File: src/rtl/bram_port_arbiter_if.sv
// Bus bundle between the two BRAM requesters, the arbiter and the BRAM port B.
// The master side is the requester/BRAM environment; the slave side is the arbiter.
interface bram_port_arbiter_if #(
    parameter int WIDTH      = 16,
    parameter int ADDR_WIDTH = 10
);
    logic                  r0_req;
    logic [ADDR_WIDTH-1:0] r0_addr;
    logic                  r0_gnt;
    logic                  r0_rvalid;
    logic [WIDTH-1:0]      r0_rdata;

    logic                  r1_req;
    logic                  r1_we;
    logic [ADDR_WIDTH-1:0] r1_addr;
    logic [WIDTH-1:0]      r1_wdata;
    logic                  r1_gnt;
    logic                  r1_rvalid;
    logic [WIDTH-1:0]      r1_rdata;

    logic [ADDR_WIDTH-1:0] mem_addr;
    logic [WIDTH-1:0]      mem_data;
    logic                  mem_we;
    logic [WIDTH-1:0]      mem_q;

    modport master (
        output r0_req, r0_addr, r1_req, r1_we, r1_addr, r1_wdata, mem_q,
        input  r0_gnt, r0_rvalid, r0_rdata, r1_gnt, r1_rvalid, r1_rdata,
               mem_addr, mem_data, mem_we
    );

    modport slave (
        input  r0_req, r0_addr, r1_req, r1_we, r1_addr, r1_wdata, mem_q,
        output r0_gnt, r0_rvalid, r0_rdata, r1_gnt, r1_rvalid, r1_rdata,
               mem_addr, mem_data, mem_we
    );
endinterface

File: src/rtl/bram_port_arbiter.sv
// Shares BRAM port B between the VGA pixel fetch (r0, priority) and an auxiliary
// read/write master (r1), one access per clock, with a starvation guard for r1.
module bram_port_arbiter #(
    parameter int WIDTH        = 16,
    parameter int ADDR_WIDTH   = 10,
    parameter int STARVE_LIMIT = 8,
    parameter int CNT_WIDTH    = 16
) (
    input  logic                 clk,
    input  logic                 reset,
    bram_port_arbiter_if.slave   bus,
    output logic [CNT_WIDTH-1:0] contention_cnt
);
    localparam int SW = 8;

    logic [SW-1:0]         starve_cnt_reg, starve_cnt_next;
    logic [CNT_WIDTH-1:0]  contention_reg, contention_next;
    logic [ADDR_WIDTH-1:0] last_addr_reg, last_addr_next;
    logic [1:0]            rvalid_reg, rvalid_next;
    logic                  starved;
    logic                  r0_gnt, r1_gnt;
    logic [WIDTH-1:0]      rdata [2];

    // Grants are gated by reset so nothing reaches the BRAM while reset is held.
    assign starved = (starve_cnt_reg == SW'(STARVE_LIMIT));
    assign r1_gnt  = reset & bus.r1_req & (~bus.r0_req | starved);
    assign r0_gnt  = reset & bus.r0_req & ~r1_gnt;

    assign bus.r0_gnt = r0_gnt;
    assign bus.r1_gnt = r1_gnt;

    always_comb begin
        bus.mem_addr   = last_addr_reg;
        bus.mem_we     = 1'b0;
        last_addr_next = last_addr_reg;
        if (r1_gnt) begin
            bus.mem_addr   = bus.r1_addr;
            bus.mem_we     = bus.r1_we;
            last_addr_next = bus.r1_addr;
        end else if (r0_gnt) begin
            bus.mem_addr   = bus.r0_addr;
            last_addr_next = bus.r0_addr;
        end
    end

    assign bus.mem_data = reset ? bus.r1_wdata : '0;

    always_comb begin
        starve_cnt_next = '0;
        if (bus.r1_req && !r1_gnt)
            starve_cnt_next = starved ? starve_cnt_reg : starve_cnt_reg + 1'b1;

        contention_next = contention_reg;
        if (bus.r0_req && bus.r1_req && !(&contention_reg))
            contention_next = contention_reg + 1'b1;

        rvalid_next[0] = r0_gnt;
        rvalid_next[1] = r1_gnt & ~bus.r1_we;
    end

    always_ff @(posedge clk or negedge reset) begin
        if (!reset) begin
            starve_cnt_reg <= '0;
            contention_reg <= '0;
            last_addr_reg  <= '0;
            rvalid_reg     <= '0;
        end else begin
            starve_cnt_reg <= starve_cnt_next;
            contention_reg <= contention_next;
            last_addr_reg  <= last_addr_next;
            rvalid_reg     <= rvalid_next;
        end
    end

    // The BRAM runs on the inverted clock, so mem_q already holds the word
    // addressed in the grant cycle by the time rvalid rises.
    generate
        for (genvar gi = 0; gi < 2; gi++) begin : g_rdata
            assign rdata[gi] = rvalid_reg[gi] ? bus.mem_q : '0;
        end
    endgenerate

    assign bus.r0_rvalid  = rvalid_reg[0];
    assign bus.r1_rvalid  = rvalid_reg[1];
    assign bus.r0_rdata   = rdata[0];
    assign bus.r1_rdata   = rdata[1];
    assign contention_cnt = contention_reg;
endmodule

File: src/flat_wrapper.sv
// flat-port wrapper written by rule: the top's interface ports become plain ports
module bram_port_arbiter_flat 
#(
    parameter int WIDTH        = 16,
    parameter int ADDR_WIDTH   = 10,
    parameter int STARVE_LIMIT = 8,
    parameter int CNT_WIDTH    = 16
)
  (clk, reset, contention_cnt, bus_r0_req, bus_r0_addr, bus_r1_req, bus_r1_we, bus_r1_addr, bus_r1_wdata, bus_mem_q, bus_r0_gnt, bus_r0_rvalid, bus_r0_rdata, bus_r1_gnt, bus_r1_rvalid, bus_r1_rdata, bus_mem_addr, bus_mem_data, bus_mem_we);
  bram_port_arbiter_if #(.WIDTH(WIDTH), .ADDR_WIDTH(ADDR_WIDTH)) bus_i ();
  input  logic clk;
  input  logic reset;
  output logic [CNT_WIDTH-1:0] contention_cnt;
  input wire logic [$bits(bus_i.r0_req)-1:0] bus_r0_req;
  input wire logic [$bits(bus_i.r0_addr)-1:0] bus_r0_addr;
  input wire logic [$bits(bus_i.r1_req)-1:0] bus_r1_req;
  input wire logic [$bits(bus_i.r1_we)-1:0] bus_r1_we;
  input wire logic [$bits(bus_i.r1_addr)-1:0] bus_r1_addr;
  input wire logic [$bits(bus_i.r1_wdata)-1:0] bus_r1_wdata;
  input wire logic [$bits(bus_i.mem_q)-1:0] bus_mem_q;
  output wire logic [$bits(bus_i.r0_gnt)-1:0] bus_r0_gnt;
  output wire logic [$bits(bus_i.r0_rvalid)-1:0] bus_r0_rvalid;
  output wire logic [$bits(bus_i.r0_rdata)-1:0] bus_r0_rdata;
  output wire logic [$bits(bus_i.r1_gnt)-1:0] bus_r1_gnt;
  output wire logic [$bits(bus_i.r1_rvalid)-1:0] bus_r1_rvalid;
  output wire logic [$bits(bus_i.r1_rdata)-1:0] bus_r1_rdata;
  output wire logic [$bits(bus_i.mem_addr)-1:0] bus_mem_addr;
  output wire logic [$bits(bus_i.mem_data)-1:0] bus_mem_data;
  output wire logic [$bits(bus_i.mem_we)-1:0] bus_mem_we;
  assign bus_i.r0_req = bus_r0_req;
  assign bus_i.r0_addr = bus_r0_addr;
  assign bus_i.r1_req = bus_r1_req;
  assign bus_i.r1_we = bus_r1_we;
  assign bus_i.r1_addr = bus_r1_addr;
  assign bus_i.r1_wdata = bus_r1_wdata;
  assign bus_i.mem_q = bus_mem_q;
  assign bus_r0_gnt = bus_i.r0_gnt;
  assign bus_r0_rvalid = bus_i.r0_rvalid;
  assign bus_r0_rdata = bus_i.r0_rdata;
  assign bus_r1_gnt = bus_i.r1_gnt;
  assign bus_r1_rvalid = bus_i.r1_rvalid;
  assign bus_r1_rdata = bus_i.r1_rdata;
  assign bus_mem_addr = bus_i.mem_addr;
  assign bus_mem_data = bus_i.mem_data;
  assign bus_mem_we = bus_i.mem_we;
  bram_port_arbiter #(.WIDTH(WIDTH), .ADDR_WIDTH(ADDR_WIDTH), .STARVE_LIMIT(STARVE_LIMIT), .CNT_WIDTH(CNT_WIDTH)) u_core (.clk(clk), .reset(reset), .bus(bus_i), .contention_cnt(contention_cnt));
endmodule
File: config.mk
export PLATFORM = sky130hd
export DESIGN_NAME = bram_port_arbiter_flat
export DESIGN_NICKNAME = d
export VERILOG_FILES = /design/src/rtl/bram_port_arbiter_if.sv /design/src/rtl/bram_port_arbiter.sv /design/src/flat_wrapper.sv
export SDC_FILE = /design/constraint.sdc
export NUM_CORES = 1
export LEC_CHECK = 0
export CORE_UTILIZATION = 37
export DETAILED_ROUTE_END_ITERATION = 6
export GPL_TIMING_DRIVEN = 0
export PLACE_DENSITY = 0.82
export REMOVE_ABC_BUFFERS = 1
export SYNTH_ARGS = -nofsm -noshare
export SYNTH_HDL_FRONTEND = slang
export SYNTH_SLANG_ARGS = --single-unit
File: constraint.sdc
create_clock -name clk -period 2.6 [get_ports clk]
set_input_delay 0.52 -clock clk [delete_from_list [all_inputs] [get_ports clk]]
set_output_delay 0.52 -clock clk [all_outputs]
set_load 0.005 [all_outputs]
==> flow_summary.json <==
{
  "status": "finished, violations left",
  "failed_checks": "setup timing",
  "wire_per_inst_um": 16.4,
  "slew_headroom": 0.615,
  "routed_wl_um": 7140,
  "grt_remaining_overflow": 0,
  "period_share": 1.04,
  "power_leakage_nw": 1.71,
  "synthCells": 204,
  "drive_above_1_share": 0.223,
  "ir_worst_vdd_uv": 409,
  "final-setup-viol-count": 3,
  "avgSynthCellArea_um2": 10.3,
  "finalClockSkew_ps": 8.95,
  "initial_core_util": 0.382,
  "largest_register_ffs": 16,
  "grt_pass1_vias": 2054,
  "drt_iter0_markers": 56,
  "hpwl_um": 4680,
  "track_usage": 0.234,
  "design_area_um2": 3940,
  "vias": 2115,
  "port_buffers": 135,
  "viasPerCell": 4.85,
  "min_path_type": "primary input to asynchronous set/reset pin",
  "fmax_ghz": 0.371,
  "fillCellCount": 377,
  "placed_area_um2": 3530,
  "crit_start": "u_core.starve_cnt_reg[4]$_DFFE_PN0P_",
  "arrival_ps": 2180,
  "rsz0062_at_grt": "true",
  "end_kind": "output port",
  "grt_max_degree": 35,
  "grt_pass1_wl_um": 10700,
  "power_density_nw_per_um2": 473,
  "cts_buffers": 5,
  "antenna_found_initial": 0,
  "finalSetupTns_ps": -107,
  "yosys.area.top_type": "dfrtp_1",
  "area_growth_pct": 87.4,
  "worst_slew_pin_slew_ps": 573,
  "clk_latency_ps": 290,
  "rows": 27,
  "ys_seq_area_frac": 0.429,
  "cts_root_buffer": "clkbuf_8",
  "slowest_delay_ps": 420,
  "fin_cells": 436,
  "die_x_um": 77.4,
  "num_antenna_cells": 0,
  "die_area_um2": 5990,
  "num-nets-final": 423,
  "crit_fanout": 4,
  "drv_slew": 0,
  "min_period_ps": 2700,
  "hold-worst-slack_ps": 86.2,
  "startpoint_type": "register",
  "post-place-cells": 406,
  "cpMostUsedCell": "buf_6",
  "cts_tree": "done",
  "ys_ff_latch": 36,
  "place_congestion": 0.749,
  "drc": 0,
  "synth.top_cells.by_area": "dfrtp_1 43%, and2_1 15%, mux2_2 9.6%, xor2_1 5.8%, xnor2_1 2.5%",
  "pre_cts_ws_ps": -565,
  "ios": 136,
  "finalWorstSetupSlack_ps": -96.0,
  "critPathRequiredTime_ps": 2080,
  "core_area_um2": 5510,
  "path_buf_inv": 4,
  "final_util": 0.716,
  "clk_pin_slew_ps": 70,
  "netlist.area_leader.share": 0.429,
  "path_delay_family": "simple AND/OR/NAND/NOR gates",
  "ys_warn_count": 0,
  "die_y_um": 77.4,
  "cts.path.max_buffers": 2,
  "rr_startpoint": "u_core.contention_cnt[0]$_DFFE_PN0P_",
  "crit_type": "register to output port",
  "timing_hold_violations_final": 0,
  "first_pass_iters": 6,
  "htree_num_levels": 2,
  "syn_area_um2": 2100,
  "cts_num_sinks": 36,
  "antenna_left": 0,
  "maxCapViolations": 0,
  "total_power_mw": 1.87,
  "slowest_stage": "dfrtp_2",
  "timing.critical_path.cells": "nor4_4 > a41oi_4 > nor2_4 > buf_12 > buf_6 > buf_6 > mux2_4 > buf_6",
  "ys_types": 37
}
-- kinds of logic (layout without fill, tap and decap cells) --
kind of cell	count (synthesis)	in the layout	synth area share
AOI/OAI and AO/OA	5	5	0.0137
buffers and inverters	11	170	0.0214
and+or+nand+nor	107	108	0.318
muxes	22	22	0.117
adders and majority gates	3	3	0.0179
xor gates and xnor gates	20	20	0.0833
DFF	36	36	0.429
-- Yosys cell counts --
cell       n
buf_4      1
xor2_1    14
inv_1      5
nand3_1   10
or4_4      1
nand2_2    1
nor4b_1    1
mux2i_1    1
o21ai_0    2
clkbuf_1   5
nand4_1    6
nor4_4     1
nor2_1    12
nor2_2     1
nor3b_1    1
xnor2_1    6
dfrtp_1   36
nand4b_1   1
and4_1     1
and3_1     1
a41oi_1    1
nor4_1     2
and2_2     1
mux2_1     3
nor3_2     2
nand4_4    1
nor2b_1    2
mux2_2    18
a21oi_1    1
or3_2      1
o21ai_1    1
nor3_1     5
and2_1    49
ha_1       3
nand2b_1   1
nor4_2     1
nand2_1    5
-- layout make-up --
class	instances	area (um2)	share of cell area
clock buffer	7	96.3	0.0245
clock inverter	1	30.0	0.00762
inverter	5	18.8	0.00476
multi-input combinational	158	1250	0.317
sequential	36	902	0.229
tap	72	90.1	0.0229
timing repair buffer	157	1560	0.395
-- worst reg2reg max path, cell delays in order (launching register included) --
cell and delay (ps):
dfrtp_1 440, ha_1 200, nand3_1 250, nor4_4 550
nor2_1 130, mux2_2 290
-- layout by cell type (no fill, tap or decap), types with 2 or more instances in the layout --
| master | synthesis | final |
|---|---|---|
| buf_12 | 0 | 2 |
| nand3_1 | 10 | 10 |
| nor4_4 | 1 | 2 |
| buf_6 | 0 | 14 |
| nand2_4 | 0 | 2 |
| clkbuf_8 | 0 | 7 |
| buf_4 | 1 | 15 |
| xnor2_1 | 6 | 6 |
| mux2_4 | 0 | 8 |
| mux2_2 | 18 | 13 |
| nor2b_1 | 2 | 2 |
| o21ai_0 | 2 | 2 |
| nor4_1 | 2 | 2 |
| clkbuf_2 | 0 | 2 |
| dfrtp_1 | 36 | 35 |
| nor3_1 | 5 | 5 |
| and2_1 | 49 | 49 |
| xor2_1 | 14 | 14 |
| nor3_2 | 2 | 2 |
| nand4_1 | 6 | 6 |
| nor2_1 | 12 | 12 |
| clkdlybuf4s50_1 | 0 | 120 |
| inv_1 | 5 | 5 |
| buf_2 | 0 | 2 |
| ha_1 | 3 | 2 |
| nand2_1 | 5 | 3 |
| nor2_4 | 0 | 2 |
-- repair_timing --
item,4_1_cts,5_1_grt
gates cloned,1,0
setup buffers,13,8
endpoints found under the hold margin,0,0
pin swaps,3,4
hold buffers,0,0
resized for setup,62,19
endpoints found under the setup margin,13,13
-- routing by layer --
metal	part of all wire	GRT usage	wire [um]
met1	0.38	0.269	2700
met2	0.53	0.425	3780
met3	0.068	0.0659	486
met4	0.025	0.0604	179
met5	0	0	0
-- final timing paths --
| check | to | slack, ps | cells after the start |
|---|---|---|---|
| worst max register to register | u_core.contention_cnt[1]$_DFFE_PN0P_ | 630 | 5 |
| min in group clk | u_core.contention_cnt[15]$_DFFE_PN0P_ | 500 | 1 |
| worst min register to register | u_core.contention_cnt[15]$_DFFE_PN0P_ | 500 | 1 |
| max in group asynchronous | u_core.starve_cnt_reg[4]$_DFFE_PN0P_ | 2070 | 2 |
| worst min-delay path | u_core.starve_cnt_reg[3]$_DFFE_PN0P_ | 90 | 1 |
| worst max-delay path | bus_mem_addr[0] | -100 | 8 |
-- power by group --
part	switching (mW)	leakage (nW)	total (mW)	internal [mW]
Sequential	0.0948	0.459	0.735	0.641
Clock	0.201	0.0645	0.539	0.338
Combinational	0.197	1.18	0.591	0.394
Note: power is estimated with default switching activity, not from simulation.
